==> src/rtl/csr_interrupt_unit_pkg.sv <==
// Shared types and constants for the interrupt CSR block: privilege levels, CSR ops,
// interrupt cause codes and the CSR addresses this block owns.
package csr_interrupt_unit_pkg;

   localparam int XLEN            = 32;
   localparam int ECODE_W         = 5;
   localparam int CUSTOM_IRQ_BASE = 16;

   localparam logic [11:0] CSR_SIE     = 12'h104;
   localparam logic [11:0] CSR_SIP     = 12'h144;
   localparam logic [11:0] CSR_MIDELEG = 12'h303;
   localparam logic [11:0] CSR_MIE     = 12'h304;
   localparam logic [11:0] CSR_MIP     = 12'h344;

   typedef enum logic [1:0] {
      PRIV_U = 2'b00,
      PRIV_S = 2'b01,
      PRIV_M = 2'b11
   } privilege_t;

   typedef enum logic [1:0] {
      CSR_OP_READ  = 2'b00,
      CSR_OP_WRITE = 2'b01,
      CSR_OP_SET   = 2'b10,
      CSR_OP_CLEAR = 2'b11
   } csr_op_t;

   typedef enum logic [ECODE_W-1:0] {
      IRQ_CODE_SSI = 5'd1,
      IRQ_CODE_MSI = 5'd3,
      IRQ_CODE_STI = 5'd5,
      IRQ_CODE_MTI = 5'd7,
      IRQ_CODE_SEI = 5'd9,
      IRQ_CODE_MEI = 5'd11
   } interrupt_code_t;

   typedef logic [XLEN-1:0] mideleg_t;
   typedef logic [XLEN-1:0] sie_t;
   typedef logic [XLEN-1:0] sip_t;

   localparam logic [XLEN-1:0] STD_S_IRQ_MASK = 32'h0000_0222;
   localparam logic [XLEN-1:0] STD_M_IRQ_MASK = 32'h0000_0888;

   function automatic logic [XLEN-1:0] csr_apply_op(input csr_op_t op,
                                                    input logic [XLEN-1:0] old_val,
                                                    input logic [XLEN-1:0] wdata);
      logic [XLEN-1:0] res;
      case (op)
         CSR_OP_WRITE: res = wdata;
         CSR_OP_SET:   res = old_val | wdata;
         CSR_OP_CLEAR: res = old_val & ~wdata;
         default:      res = old_val;
      endcase
      return res;
   endfunction

   function automatic logic [XLEN-1:0] custom_bits_mask(input int num_lines);
      logic [XLEN-1:0] m;
      m = '0;
      for (int i = 0; i < XLEN; i++) begin
         m[i] = (i >= CUSTOM_IRQ_BASE) && (i < CUSTOM_IRQ_BASE + num_lines);
      end
      return m;
   endfunction

endpackage

==> src/rtl/csr_interrupt_unit_if.sv <==
// CSR access bus plus the trap-request handshake between this block and the core.
interface csr_interrupt_unit_if;
   import csr_interrupt_unit_pkg::*;

   logic                  csr_valid;
   logic [11:0]           csr_addr;
   logic [1:0]            csr_op;
   logic [XLEN-1:0]       csr_wdata;
   logic                  csr_hit;
   logic [XLEN-1:0]       csr_rdata;
   logic                  irq_pending;
   logic [ECODE_W-1:0]    irq_cause;
   logic                  irq_to_s;
   logic                  irq_ack;

   modport master (
      output csr_valid, csr_addr, csr_op, csr_wdata, irq_ack,
      input  csr_hit, csr_rdata, irq_pending, irq_cause, irq_to_s
   );

   modport slave (
      input  csr_valid, csr_addr, csr_op, csr_wdata, irq_ack,
      output csr_hit, csr_rdata, irq_pending, irq_cause, irq_to_s
   );

endinterface

==> src/rtl/csr_interrupt_unit_irq_priority_encoder.sv <==
// Fixed-priority interrupt selector: MEI, MSI, MTI, SEI, SSI, STI, then custom
// lines from the lowest index upwards.
module irq_priority_encoder
   import csr_interrupt_unit_pkg::*;
#(
   parameter int WIDTH = 32
) (
   input  logic [WIDTH-1:0]   req,
   output logic               valid,
   output logic [ECODE_W-1:0] code
);

   logic unused_std_bits;
   assign unused_std_bits = ^{req[15:12], req[10], req[8], req[6], req[4], req[2], req[0]};

   always_comb begin
      valid = 1'b1;
      code  = '0;
      if      (req[11]) code = IRQ_CODE_MEI;
      else if (req[3])  code = IRQ_CODE_MSI;
      else if (req[7])  code = IRQ_CODE_MTI;
      else if (req[9])  code = IRQ_CODE_SEI;
      else if (req[1])  code = IRQ_CODE_SSI;
      else if (req[5])  code = IRQ_CODE_STI;
      else begin
         valid = 1'b0;
         // Scan downwards so the lowest-numbered active custom line wins.
         for (int i = WIDTH - 1; i >= CUSTOM_IRQ_BASE; i--) begin
            if (req[i]) begin
               valid = 1'b1;
               code  = ECODE_W'(i);
            end
         end
      end
   end

endmodule

==> src/rtl/csr_interrupt_unit.sv <==
// Interrupt CSR block: owns mie/mip/mideleg (and sie/sip views), synchronises raw
// interrupt lines, and produces one registered prioritised trap request.
module csr_interrupt_unit
   import csr_interrupt_unit_pkg::*;
#(
   parameter int          NUM_CUSTOM_IRQ   = 16,
   parameter logic [15:0] CUSTOM_EDGE_MASK = 16'h0,
   parameter int          SYNC_STAGES      = 2,
   parameter bit          S_MODE           = 1'b1
) (
   input  logic                      clk,
   input  logic                      rst,
   csr_interrupt_unit_if.slave       bus,
   input  logic                      m_ext_irq,
   input  logic                      s_ext_irq,
   input  logic                      m_timer_irq,
   input  logic                      m_soft_irq,
   input  logic [NUM_CUSTOM_IRQ-1:0] custom_irq,
   input  privilege_t                current_privilege,
   input  logic                      mstatus_mie,
   input  logic                      mstatus_sie
);

   localparam int IRQ_W = CUSTOM_IRQ_BASE + NUM_CUSTOM_IRQ;
   localparam int RAW_W = 4 + NUM_CUSTOM_IRQ;

   localparam logic [XLEN-1:0] CUSTOM_BITS   = custom_bits_mask(NUM_CUSTOM_IRQ);
   localparam logic [XLEN-1:0] S_BITS        = S_MODE ? STD_S_IRQ_MASK : '0;
   localparam logic [XLEN-1:0] MIE_WMASK     = STD_M_IRQ_MASK | S_BITS | CUSTOM_BITS;
   localparam logic [XLEN-1:0] MIDELEG_WMASK = S_MODE ? (S_BITS | CUSTOM_BITS) : '0;
   localparam logic [NUM_CUSTOM_IRQ-1:0] EDGE_N = CUSTOM_EDGE_MASK[NUM_CUSTOM_IRQ-1:0];

   logic [SYNC_STAGES-1:0][RAW_W-1:0] sync_q, sync_d;
   logic [NUM_CUSTOM_IRQ-1:0]         custom_prev_q, custom_prev_d;
   logic [NUM_CUSTOM_IRQ-1:0]         edge_q, edge_d;
   logic [XLEN-1:0]                   mie_q, mie_d;
   mideleg_t                          mideleg_q, mideleg_d;
   logic                              ssip_q, ssip_d;
   logic                              stip_q, stip_d;
   logic                              seip_sw_q, seip_sw_d;
   logic                              csr_hit_q, csr_hit_d;
   logic [XLEN-1:0]                   csr_rdata_q, csr_rdata_d;
   logic                              irq_pending_q, irq_pending_d;
   logic [ECODE_W-1:0]                irq_cause_q, irq_cause_d;
   logic                              irq_to_s_q, irq_to_s_d;

   logic [RAW_W-1:0]          raw_irq, synced;
   logic [NUM_CUSTOM_IRQ-1:0] custom_sync, rise, edge_clr, ack_clr;
   logic [XLEN-1:0]           mip_val, mip_rmw, new_val, rd_val;
   sie_t                      sie_val;
   sip_t                      sip_val;
   logic                      is_write;
   csr_op_t                   op;

   logic [IRQ_W-1:0]   taken, m_req, s_req;
   logic               m_en, s_en, m_valid, s_valid;
   logic [ECODE_W-1:0] m_code, s_code;

   assign raw_irq     = {custom_irq, m_soft_irq, m_timer_irq, s_ext_irq, m_ext_irq};
   assign synced      = sync_q[SYNC_STAGES-1];
   assign custom_sync = synced[4 +: NUM_CUSTOM_IRQ];
   assign op          = csr_op_t'(bus.csr_op);
   assign is_write    = bus.csr_valid && (op != CSR_OP_READ);

   always_comb begin
      sync_d[0] = raw_irq;
      for (int s = 1; s < SYNC_STAGES; s++) begin
         sync_d[s] = sync_q[s-1];
      end
   end

   // Architectural mip view: hardware lines, software S bits, and per-line edge/level custom bits.
   always_comb begin
      mip_val     = '0;
      mip_val[1]  = ssip_q;
      mip_val[3]  = synced[3];
      mip_val[5]  = stip_q;
      mip_val[7]  = synced[2];
      mip_val[9]  = seip_sw_q | (synced[1] & S_MODE);
      mip_val[11] = synced[0];
      mip_val[CUSTOM_IRQ_BASE +: NUM_CUSTOM_IRQ] = (edge_q & EDGE_N) | (custom_sync & ~EDGE_N);
      mip_rmw     = mip_val;
      mip_rmw[9]  = seip_sw_q;
      sie_val     = mie_q & mideleg_q;
      sip_val     = mip_val & mideleg_q;
   end

   // CSR decode: registered read of the old value, write effect on the same edge.
   always_comb begin
      mie_d     = mie_q;
      mideleg_d = mideleg_q;
      ssip_d    = ssip_q;
      stip_d    = stip_q;
      seip_sw_d = seip_sw_q;
      edge_clr  = '0;
      new_val   = '0;
      rd_val    = '0;
      csr_hit_d = 1'b0;
      if (bus.csr_valid) begin
         case (bus.csr_addr)
            CSR_MIE: begin
               csr_hit_d = 1'b1;
               rd_val    = mie_q;
               new_val   = csr_apply_op(op, mie_q, bus.csr_wdata);
               if (is_write) mie_d = new_val & MIE_WMASK;
            end
            CSR_SIE: begin
               csr_hit_d = 1'b1;
               rd_val    = sie_val;
               new_val   = csr_apply_op(op, sie_val, bus.csr_wdata);
               if (is_write) mie_d = (mie_q & ~mideleg_q) | (new_val & mideleg_q & MIE_WMASK);
            end
            CSR_MIDELEG: begin
               csr_hit_d = 1'b1;
               rd_val    = mideleg_q;
               new_val   = csr_apply_op(op, mideleg_q, bus.csr_wdata);
               if (is_write) mideleg_d = new_val & MIDELEG_WMASK;
            end
            CSR_MIP: begin
               csr_hit_d = 1'b1;
               rd_val    = mip_val;
               new_val   = csr_apply_op(op, mip_rmw, bus.csr_wdata);
               if (is_write) begin
                  ssip_d    = new_val[1] & S_BITS[1];
                  stip_d    = new_val[5] & S_BITS[5];
                  seip_sw_d = new_val[9] & S_BITS[9];
                  edge_clr  = ~new_val[CUSTOM_IRQ_BASE +: NUM_CUSTOM_IRQ] & EDGE_N;
               end
            end
            CSR_SIP: begin
               csr_hit_d = 1'b1;
               rd_val    = sip_val;
               new_val   = csr_apply_op(op, mip_rmw & mideleg_q, bus.csr_wdata);
               if (is_write) begin
                  if (mideleg_q[1]) ssip_d = new_val[1];
                  edge_clr = ~new_val[CUSTOM_IRQ_BASE +: NUM_CUSTOM_IRQ] & EDGE_N
                             & mideleg_q[CUSTOM_IRQ_BASE +: NUM_CUSTOM_IRQ];
               end
            end
            default: ;
         endcase
      end
      csr_rdata_d = rd_val;
   end

   // A fresh rising edge always wins over a same-cycle clear from ack or CSR.
   always_comb begin
      ack_clr = '0;
      if (bus.irq_ack && irq_pending_q) begin
         for (int i = 0; i < NUM_CUSTOM_IRQ; i++) begin
            if (irq_cause_q == ECODE_W'(CUSTOM_IRQ_BASE + i)) ack_clr[i] = EDGE_N[i];
         end
      end
      rise          = custom_sync & ~custom_prev_q & EDGE_N;
      custom_prev_d = custom_sync;
      edge_d        = (edge_q & ~(edge_clr | ack_clr)) | rise;
   end

   always_comb begin
      m_en  = (current_privilege != PRIV_M) || mstatus_mie;
      s_en  = (current_privilege == PRIV_U) || ((current_privilege == PRIV_S) && mstatus_sie);
      taken = mip_val[IRQ_W-1:0] & mie_q[IRQ_W-1:0];
      m_req = taken & ~mideleg_q[IRQ_W-1:0] & {IRQ_W{m_en}};
      s_req = taken & mideleg_q[IRQ_W-1:0] & {IRQ_W{s_en}};
   end

   irq_priority_encoder #(.WIDTH(IRQ_W)) u_m_prio (
      .req   (m_req),
      .valid (m_valid),
      .code  (m_code)
   );

   irq_priority_encoder #(.WIDTH(IRQ_W)) u_s_prio (
      .req   (s_req),
      .valid (s_valid),
      .code  (s_code)
   );

   always_comb begin
      irq_pending_d = m_valid | s_valid;
      irq_to_s_d    = !m_valid && s_valid;
      irq_cause_d   = '0;
      if (m_valid)      irq_cause_d = m_code;
      else if (s_valid) irq_cause_d = s_code;
   end

   always_ff @(posedge clk or posedge rst) begin
      if (rst) begin
         sync_q        <= '0;
         custom_prev_q <= '0;
         edge_q        <= '0;
         mie_q         <= '0;
         mideleg_q     <= '0;
         ssip_q        <= 1'b0;
         stip_q        <= 1'b0;
         seip_sw_q     <= 1'b0;
         csr_hit_q     <= 1'b0;
         csr_rdata_q   <= '0;
         irq_pending_q <= 1'b0;
         irq_cause_q   <= '0;
         irq_to_s_q    <= 1'b0;
      end else begin
         sync_q        <= sync_d;
         custom_prev_q <= custom_prev_d;
         edge_q        <= edge_d;
         mie_q         <= mie_d;
         mideleg_q     <= mideleg_d;
         ssip_q        <= ssip_d;
         stip_q        <= stip_d;
         seip_sw_q     <= seip_sw_d;
         csr_hit_q     <= csr_hit_d;
         csr_rdata_q   <= csr_rdata_d;
         irq_pending_q <= irq_pending_d;
         irq_cause_q   <= irq_cause_d;
         irq_to_s_q    <= irq_to_s_d;
      end
   end

   assign bus.csr_hit     = csr_hit_q;
   assign bus.csr_rdata   = csr_rdata_q;
   assign bus.irq_pending = irq_pending_q;
   assign bus.irq_cause   = irq_cause_q;
   assign bus.irq_to_s    = irq_to_s_q;

endmodule

==> src/flat_wrapper.sv <==
// flat-port wrapper written by rule: the top's interface ports become plain ports
module csr_interrupt_unit_flat import csr_interrupt_unit_pkg::*;
#(
   parameter int          NUM_CUSTOM_IRQ   = 16,
   parameter logic [15:0] CUSTOM_EDGE_MASK = 16'h0,
   parameter int          SYNC_STAGES      = 2,
   parameter bit          S_MODE           = 1'b1
)
  (clk, rst, m_ext_irq, s_ext_irq, m_timer_irq, m_soft_irq, custom_irq, current_privilege, mstatus_mie, mstatus_sie, bus_csr_valid, bus_csr_addr, bus_csr_op, bus_csr_wdata, bus_irq_ack, bus_csr_hit, bus_csr_rdata, bus_irq_pending, bus_irq_cause, bus_irq_to_s);
  csr_interrupt_unit_if bus_i ();
  input  logic clk;
  input  logic rst;
  input  logic m_ext_irq;
  input  logic s_ext_irq;
  input  logic m_timer_irq;
  input  logic m_soft_irq;
  input  logic [NUM_CUSTOM_IRQ-1:0] custom_irq;
  input  privilege_t current_privilege;
  input  logic mstatus_mie;
  input  logic mstatus_sie;
  input wire logic [$bits(bus_i.csr_valid)-1:0] bus_csr_valid;
  input wire logic [$bits(bus_i.csr_addr)-1:0] bus_csr_addr;
  input wire logic [$bits(bus_i.csr_op)-1:0] bus_csr_op;
  input wire logic [$bits(bus_i.csr_wdata)-1:0] bus_csr_wdata;
  input wire logic [$bits(bus_i.irq_ack)-1:0] bus_irq_ack;
  output wire logic [$bits(bus_i.csr_hit)-1:0] bus_csr_hit;
  output wire logic [$bits(bus_i.csr_rdata)-1:0] bus_csr_rdata;
  output wire logic [$bits(bus_i.irq_pending)-1:0] bus_irq_pending;
  output wire logic [$bits(bus_i.irq_cause)-1:0] bus_irq_cause;
  output wire logic [$bits(bus_i.irq_to_s)-1:0] bus_irq_to_s;
  assign bus_i.csr_valid = bus_csr_valid;
  assign bus_i.csr_addr = bus_csr_addr;
  assign bus_i.csr_op = bus_csr_op;
  assign bus_i.csr_wdata = bus_csr_wdata;
  assign bus_i.irq_ack = bus_irq_ack;
  assign bus_csr_hit = bus_i.csr_hit;
  assign bus_csr_rdata = bus_i.csr_rdata;
  assign bus_irq_pending = bus_i.irq_pending;
  assign bus_irq_cause = bus_i.irq_cause;
  assign bus_irq_to_s = bus_i.irq_to_s;
  csr_interrupt_unit #(.NUM_CUSTOM_IRQ(NUM_CUSTOM_IRQ), .CUSTOM_EDGE_MASK(CUSTOM_EDGE_MASK), .SYNC_STAGES(SYNC_STAGES), .S_MODE(S_MODE)) u_core (.clk(clk), .rst(rst), .bus(bus_i), .m_ext_irq(m_ext_irq), .s_ext_irq(s_ext_irq), .m_timer_irq(m_timer_irq), .m_soft_irq(m_soft_irq), .custom_irq(custom_irq), .current_privilege(current_privilege), .mstatus_mie(mstatus_mie), .mstatus_sie(mstatus_sie));
endmodule
==> config.mk <==
export PLATFORM = sky130hd
export DESIGN_NAME = csr_interrupt_unit_flat
export DESIGN_NICKNAME = d
export VERILOG_FILES = /design/src/rtl/csr_interrupt_unit_pkg.sv /design/src/rtl/csr_interrupt_unit_if.sv /design/src/rtl/csr_interrupt_unit_irq_priority_encoder.sv /design/src/rtl/csr_interrupt_unit.sv /design/src/flat_wrapper.sv
export SDC_FILE = /design/constraint.sdc
export NUM_CORES = 1
export LEC_CHECK = 0
export BUFFER_PORTS_ARGS = -buffer_cell sky130_fd_sc_hd__buf_2
export CAP_MARGIN = 5
export CELL_PAD_IN_SITES_DETAIL_PLACEMENT = 2
export CELL_PAD_IN_SITES_GLOBAL_PLACEMENT = 2
export CORE_MARGIN = 5
export CORE_UTILIZATION = 31
export DETAILED_ROUTE_END_ITERATION = 8
export GPL_TIMING_DRIVEN = 0
export HOLD_SLACK_MARGIN = 0.03
export PLACE_DENSITY_LB_ADDON = 0.1
export SLEW_MARGIN = 10
export SYNTH_ARGS = -nofsm -noshare
export SYNTH_HDL_FRONTEND = slang
export SYNTH_SLANG_ARGS = --single-unit
==> constraint.sdc <==
create_clock -name clk -period 4 [get_ports clk]
set_input_delay 0.8 -clock clk [delete_from_list [all_inputs] [get_ports clk]]
set_output_delay 0.8 -clock clk [all_outputs]
set_load 0.005 [all_outputs]
After elaboration in Yosys (flattened, before gate mapping)
Cells that the tools add are included.
W data, S select, Z words.
{ "totals": {"output_inout_bits": 40, "reg_bits": 134} }
{ "op_classes": {"n_reduce_logical": 17, "muxes": 108, "bitwise_logic": 25, "n_eq_ne": 17} }
{ "ops": {"columns": ["operator", "count"], "rows": [
  ["$and A32 B32 Y32", 12],
  ["$pmux W32 S3", 3],
  ["$mux W5", 46],
  ["$mux W32", 5],
  ["$pmux W32 S5", 1],
  ["$or A32 B32 Y32", 4],
  ["$not A32 Y32", 2],
  ["$pmux W32 S2", 1],
  ["$mux W1", 49],
  ["$eq A12 B10 Y1 const B", 3],
  ["$pmux W10 S3", 1],
  ["$eq A12 B9 Y1 const B", 2],
  ["$reduce_and A4 Y1", 3],
  ["$and A10 B10 Y10", 1],
  ["$ne A2 B1 Y1 const B", 5],
  ["$or A10 B10 Y10", 1],
  ["$ne A4 B1 Y1 const B", 2],
  ["$pmux W2 S3", 1],
  ["$reduce_and A6 Y1", 1],
  ["$reduce_bool A2 Y1", 3],
  ["$reduce_and A5 Y1", 1],
  ["$reduce_or A5 Y1", 1],
  ["$and A2 B2 Y2", 2],
  ["$eq A2 B1 Y1 const B", 2],
  ["10 further kinds", 15]
]} }

Longest topological paths before layout
{ "logic_depth": {"depth_word": 28, "depth_mapped": 8, "ltp_nobuf": 7} }

By module
Synthesis repeated with hierarchy kept, for this count alone.
{ "hier_totals": {"hier_cells": 720, "hier_area_um2": 6458.7} }
{ "by_module_without_submodules": {"columns": ["module", "n_inst", "cells_each", "seq_area_each_um2", "area_each_um2"], "rows": [
  ["csr_interrupt_unit", 1, 634, 2877.8, 5970.7],
  ["irq_priority_encoder", 2, 43, 0.0, 244.0]
]} }

Least setup slack after synthesis
OpenSTA, ideal clock, no wires.
{ "synth_timing": {"path_type": "in2reg", "from": "input port bus_csr_addr[7]", "to": "register u_core.mideleg_q[16]", "n_path_buf": 1, "path_slack_ps": 1476, "setup_time_ps": 126, "stages": 6, "arrival_time_ps": 2398, "cell_sequence": "or4b_4 -> or2_1 -> or2_1 -> nor3_4 -> buf_2 -> a21oi_1"} }
{ "synth_between": {"elab_chain_len": 2} }
{ "synth_lines": {"columns": ["item", "line", "rtl"], "rows": [
  ["start: declaration", "flat_wrapper.sv:22", "input wire logic [$bits(bus_i.csr_addr)-1:0] bus_csr_addr;"],
  ["$eq A12 B10 Y1", "csr_interrupt_unit.sv:100", "case (bus.csr_addr)"],
  ["$reduce_and A4 Y1 (no source line)", null, null],
  ["end signal: assignment", "csr_interrupt_unit.sv:207", "mideleg_q <= mideleg_d;"],
  ["end: declaration", "csr_interrupt_unit.sv:37", "mideleg_t mideleg_q, mideleg_d;"]
]} }
Every way passes these cells.
A chain may end at the register's enable or synchronous reset.

Final worst setup path
{ "layout_timing": {"from": "input port bus_csr_addr[7]", "to": "register u_core.csr_rdata_q[21] (netlist: u_core.bus.csr_rdata[21])"} }
{ "layout_between": {"elab_chain_len": 3, "elab_cells_between_ends": 7, "classes_between": "eq/ne: 5; mux: 2"} }
{ "layout_lines": {"columns": ["item", "line", "rtl"], "rows": [
  ["$eq A12 B9 Y1, or another cell as far along", "csr_interrupt_unit.sv:100", null],
  ["$pmux W32 S5 (*)", "csr_interrupt_unit.sv:100", null],
  ["$mux W32 (*)", "csr_interrupt_unit.sv:99", "if (bus.csr_valid) begin"],
  ["named net u_core.csr_rdata_d[21]", "csr_interrupt_unit.sv:42", "logic [XLEN-1:0] csr_rdata_q, csr_rdata_d;"],
  ["end signal: assignment", "csr_interrupt_unit.sv:212", "csr_rdata_q <= csr_rdata_d;"],
  ["end: declaration", "csr_interrupt_unit.sv:42", null]
]} }
The timed path passes the listed nets; every way through them passes the cells marked *.

==> flow_summary.json <==
{
  "cpPeakStageDelay_ns": 0.77,
  "power_leakage_nw": 3.41,
  "ios": 114,
  "cts_buffers": 17,
  "htree_levels": 4,
  "finalCritPeriodShare_pct": 75.4,
  "cts_hold_buffers": 0,
  "comb_power_share_pct": 6.7,
  "tightest_slew_ns": 1.00,
  "antennaDiodeCount": 0,
  "outcome": "complete, no violations",
  "postSynthCellCount": 615,
  "grt.overflow.total": 0,
  "ys_seq_area_share_pct": 49.7,
  "hold_class": "register to register",
  "cts_resized": 0,
  "intPower_mw": 2.33,
  "crit_buf_inv": 2,
  "drt_iter0_drc": 219,
  "cp.required_ns": 4.31,
  "swShare_pct": 24.4,
  "ir_worst_vdd_mv": 0.276,
  "critPathMaxFanout": 10,
  "clkPwrFrac_pct": 54.1,
  "num_vias": 5401,
  "synth_flop_cell": "dfrtp_1",
  "maxSlewViolCount": 0,
  "crit_top_cell": "buf_2",
  "maxCapViolCount": 0,
  "start_util_pct": 31.3,
  "tritoncts": "done",
  "fmax_mhz": 332,
  "critPathKind": "input pin to register",
  "die-height_um": 147,
  "wire_per_inst_um": 22.7,
  "io_buffer_count": 100,
  "fin_tns_setup_ns": 0,
  "vias_per_cell": 5.50,
  "crit_chain": "buf_2 > or4b_4 > or2_1 > nor2_1 > buf_2 > o21ai_1 > a21oi_1",
  "power.switching_mw": 0.753,
  "syn_nets": 693,
  "dpl.hpwl_um": 15900,
  "timing.hold.ws_ns": 0.347,
  "die_width_um": 147,
  "cpMaxStageDelayCell": "nor2_1",
  "finClkSkew_ns": 0.00952,
  "routabilityCongestion": 0.830,
  "rsz0062_at_grt": "false",
  "netlist_area_um2": 5790,
  "post_synth.cell_area_avg_um2": 9.41,
  "cts_setup_buffers": 0,
  "finalHoldViolCount": 0,
  "final_common_cell": "dfrtp_1",
  "layout_min_cycle_time_ns": 3.02,
  "ant_nets": 0,
  "drc": 0,
  "worstPathArrival_ns": 3.33,
  "firstDrtPassIters": 4,
  "pwr-share-seq_pct": 39.2,
  "synth_edf_count": 0,
  "drive_gt1_share_pct": 21.7,
  "setup_viol": 0,
  "cts.sinks": 115,
  "async_reset_ff_share_pct": 100,
  "synth_seq_cells": 115,
  "cts_buffer_depth": 2,
  "cellPowerDensity_nw_per_um2": 425,
  "clk_latency_ns": 0.42,
  "grt_usage_pct": 21.3,
  "coreArea_um2": 18500,
  "layout_common_cells": "dfrtp_1, buf_2, a21oi_1, nand2_1, nor2_1",
  "fp.dieArea_um2": 21500,
  "row_count": 50,
  "antenna_found_initial": 0,
  "routed_wirelength_um": 22300,
  "root_buffer": "clkbuf_16",
  "maxSlewHeadroom_pct": 32.9,
  "cp-start-kind": "input pin",
  "fin_nets": 813,
  "endpoint_kind": "register",
  "total_power_mw": 3.08,
  "grt_start_max_net_pins": 77,
  "grt_pass1_wl_um": 35400,
  "area_growth_syn_to_layout_pct": 25.3,
  "first_global_vias": 6164,
  "yosys_warnings": 0,
  "crit_family": "simple AND/OR/NAND/NOR gates",
  "cts.clk_slew.worst_paths_ns": 0.06,
  "synth_cell_types": 58
}
==> metrics by stage <==
| stage | instance area, um^2 | cells | setup slack [ns] | utilization [%] |
|---|---|---|---|---|
| floorplan | 5790 | 615 | 0.156 | - |
| global placement | 6580 | 949 | -1.33 | 35.5 |
| detailed placement | 6610 | 950 | 0.471 | 35.7 |
| CTS | 7250 | 982 | 0.922 | 39.2 |
| global route | 7250 | 982 | 0.940 | 39.2 |
| finish | 7250 | 982 | 0.983 | 39.2 |
==> final timing paths <==
check	start	to	slack [ns]	cells past startpoint
max reg2reg	u_core.mideleg_q[19]	u_core.bus.irq_cause[2]	1.68	6
max	bus_csr_addr[7]	u_core.bus.csr_rdata[21]	0.98	7
min in group asynchronous	rst	u_core.sync_d[30]	0.37	2
max in group asynchronous	rst	u_core.mie_q[7]	2.92	3
min reg2reg	u_core.sync_d[30]	u_core.synced[10]	0.35	0
min	u_core.sync_d[30]	u_core.synced[10]	0.35	0
==> synthesized netlist by cell type (14+ instances only) <==
| library cell | n | area, um^2 |
|---|---|---|
| nand3b_1 | 15 | 113 |
| o21ai_1 | 19 | 95.1 |
| nand3_1 | 21 | 105 |
| mux2i_1 | 16 | 160 |
| nand2_1 | 59 | 221 |
| a22o_1 | 18 | 158 |
| nor2_1 | 46 | 173 |
| o22a_1 | 14 | 123 |
| inv_1 | 24 | 90.1 |
| clkbuf_1 | 18 | 67.6 |
| o21ai_0 | 31 | 155 |
| a21oi_1 | 86 | 430 |
| dfrtp_1 | 115 | 2880 |
==> cells by family after synthesis <==
kind of cell,Yosys count,synth area share [%]
buffers and inverters,62,4.86
other,1,0.0648
adder cells (fa/ha/maj),4,0.865
AND/OR/NAND/NOR,194,17.4
flip-flops,115,49.7
AO/OA/AOI/OAI,223,24.3
multiplexers,16,2.77
==> routing by layer <==
layer  track usage, %  vias up  wire length [um]
met1             26.5     2795              9510
met3             3.60       24               895
li1                 -     2471                 -
met2             37.9      111             11600
met4             5.97        0               306
met5                0        -                 0
==> area by class of cell <==
type | instances | area [um^2]
fillers | 2038 | 11300
inverters | 24 | 95.1
repair buffers | 101 | 528
multi-input cells | 438 | 2630
clock buffers | 18 | 439
flip-flops and latches | 115 | 2880
well taps | 234 | 293
clock inverters | 14 | 200
plain buffers | 38 | 191
==> registers in the layout (all words and copies together), names as in the netlist <==
name / count
u_core.seip_sw_q: 1
u_core.bus.irq_cause: 5
u_core.bus.irq_pending: 1
u_core.bus.irq_to_s: 1
u_core.synced: 20
u_core.bus.csr_hit: 1
u_core.mie_q: 22
u_core.stip_q: 1
u_core.bus.csr_rdata: 23
u_core.sync_d: 20
u_core.ssip_q: 1
u_core.mideleg_q: 19
==> power groups by stage <==
stage               Sequential [mW]  Combinational (mW)  Clock [mW]
finish                         1.21               0.208        1.67
global route                   1.21               0.230        1.76
global placement               1.23               0.196           0
floorplan                      1.22               0.105           0
detailed placement             1.23               0.208           0
CTS                            1.21               0.210        1.70
(Power assumes the default switching activity.)
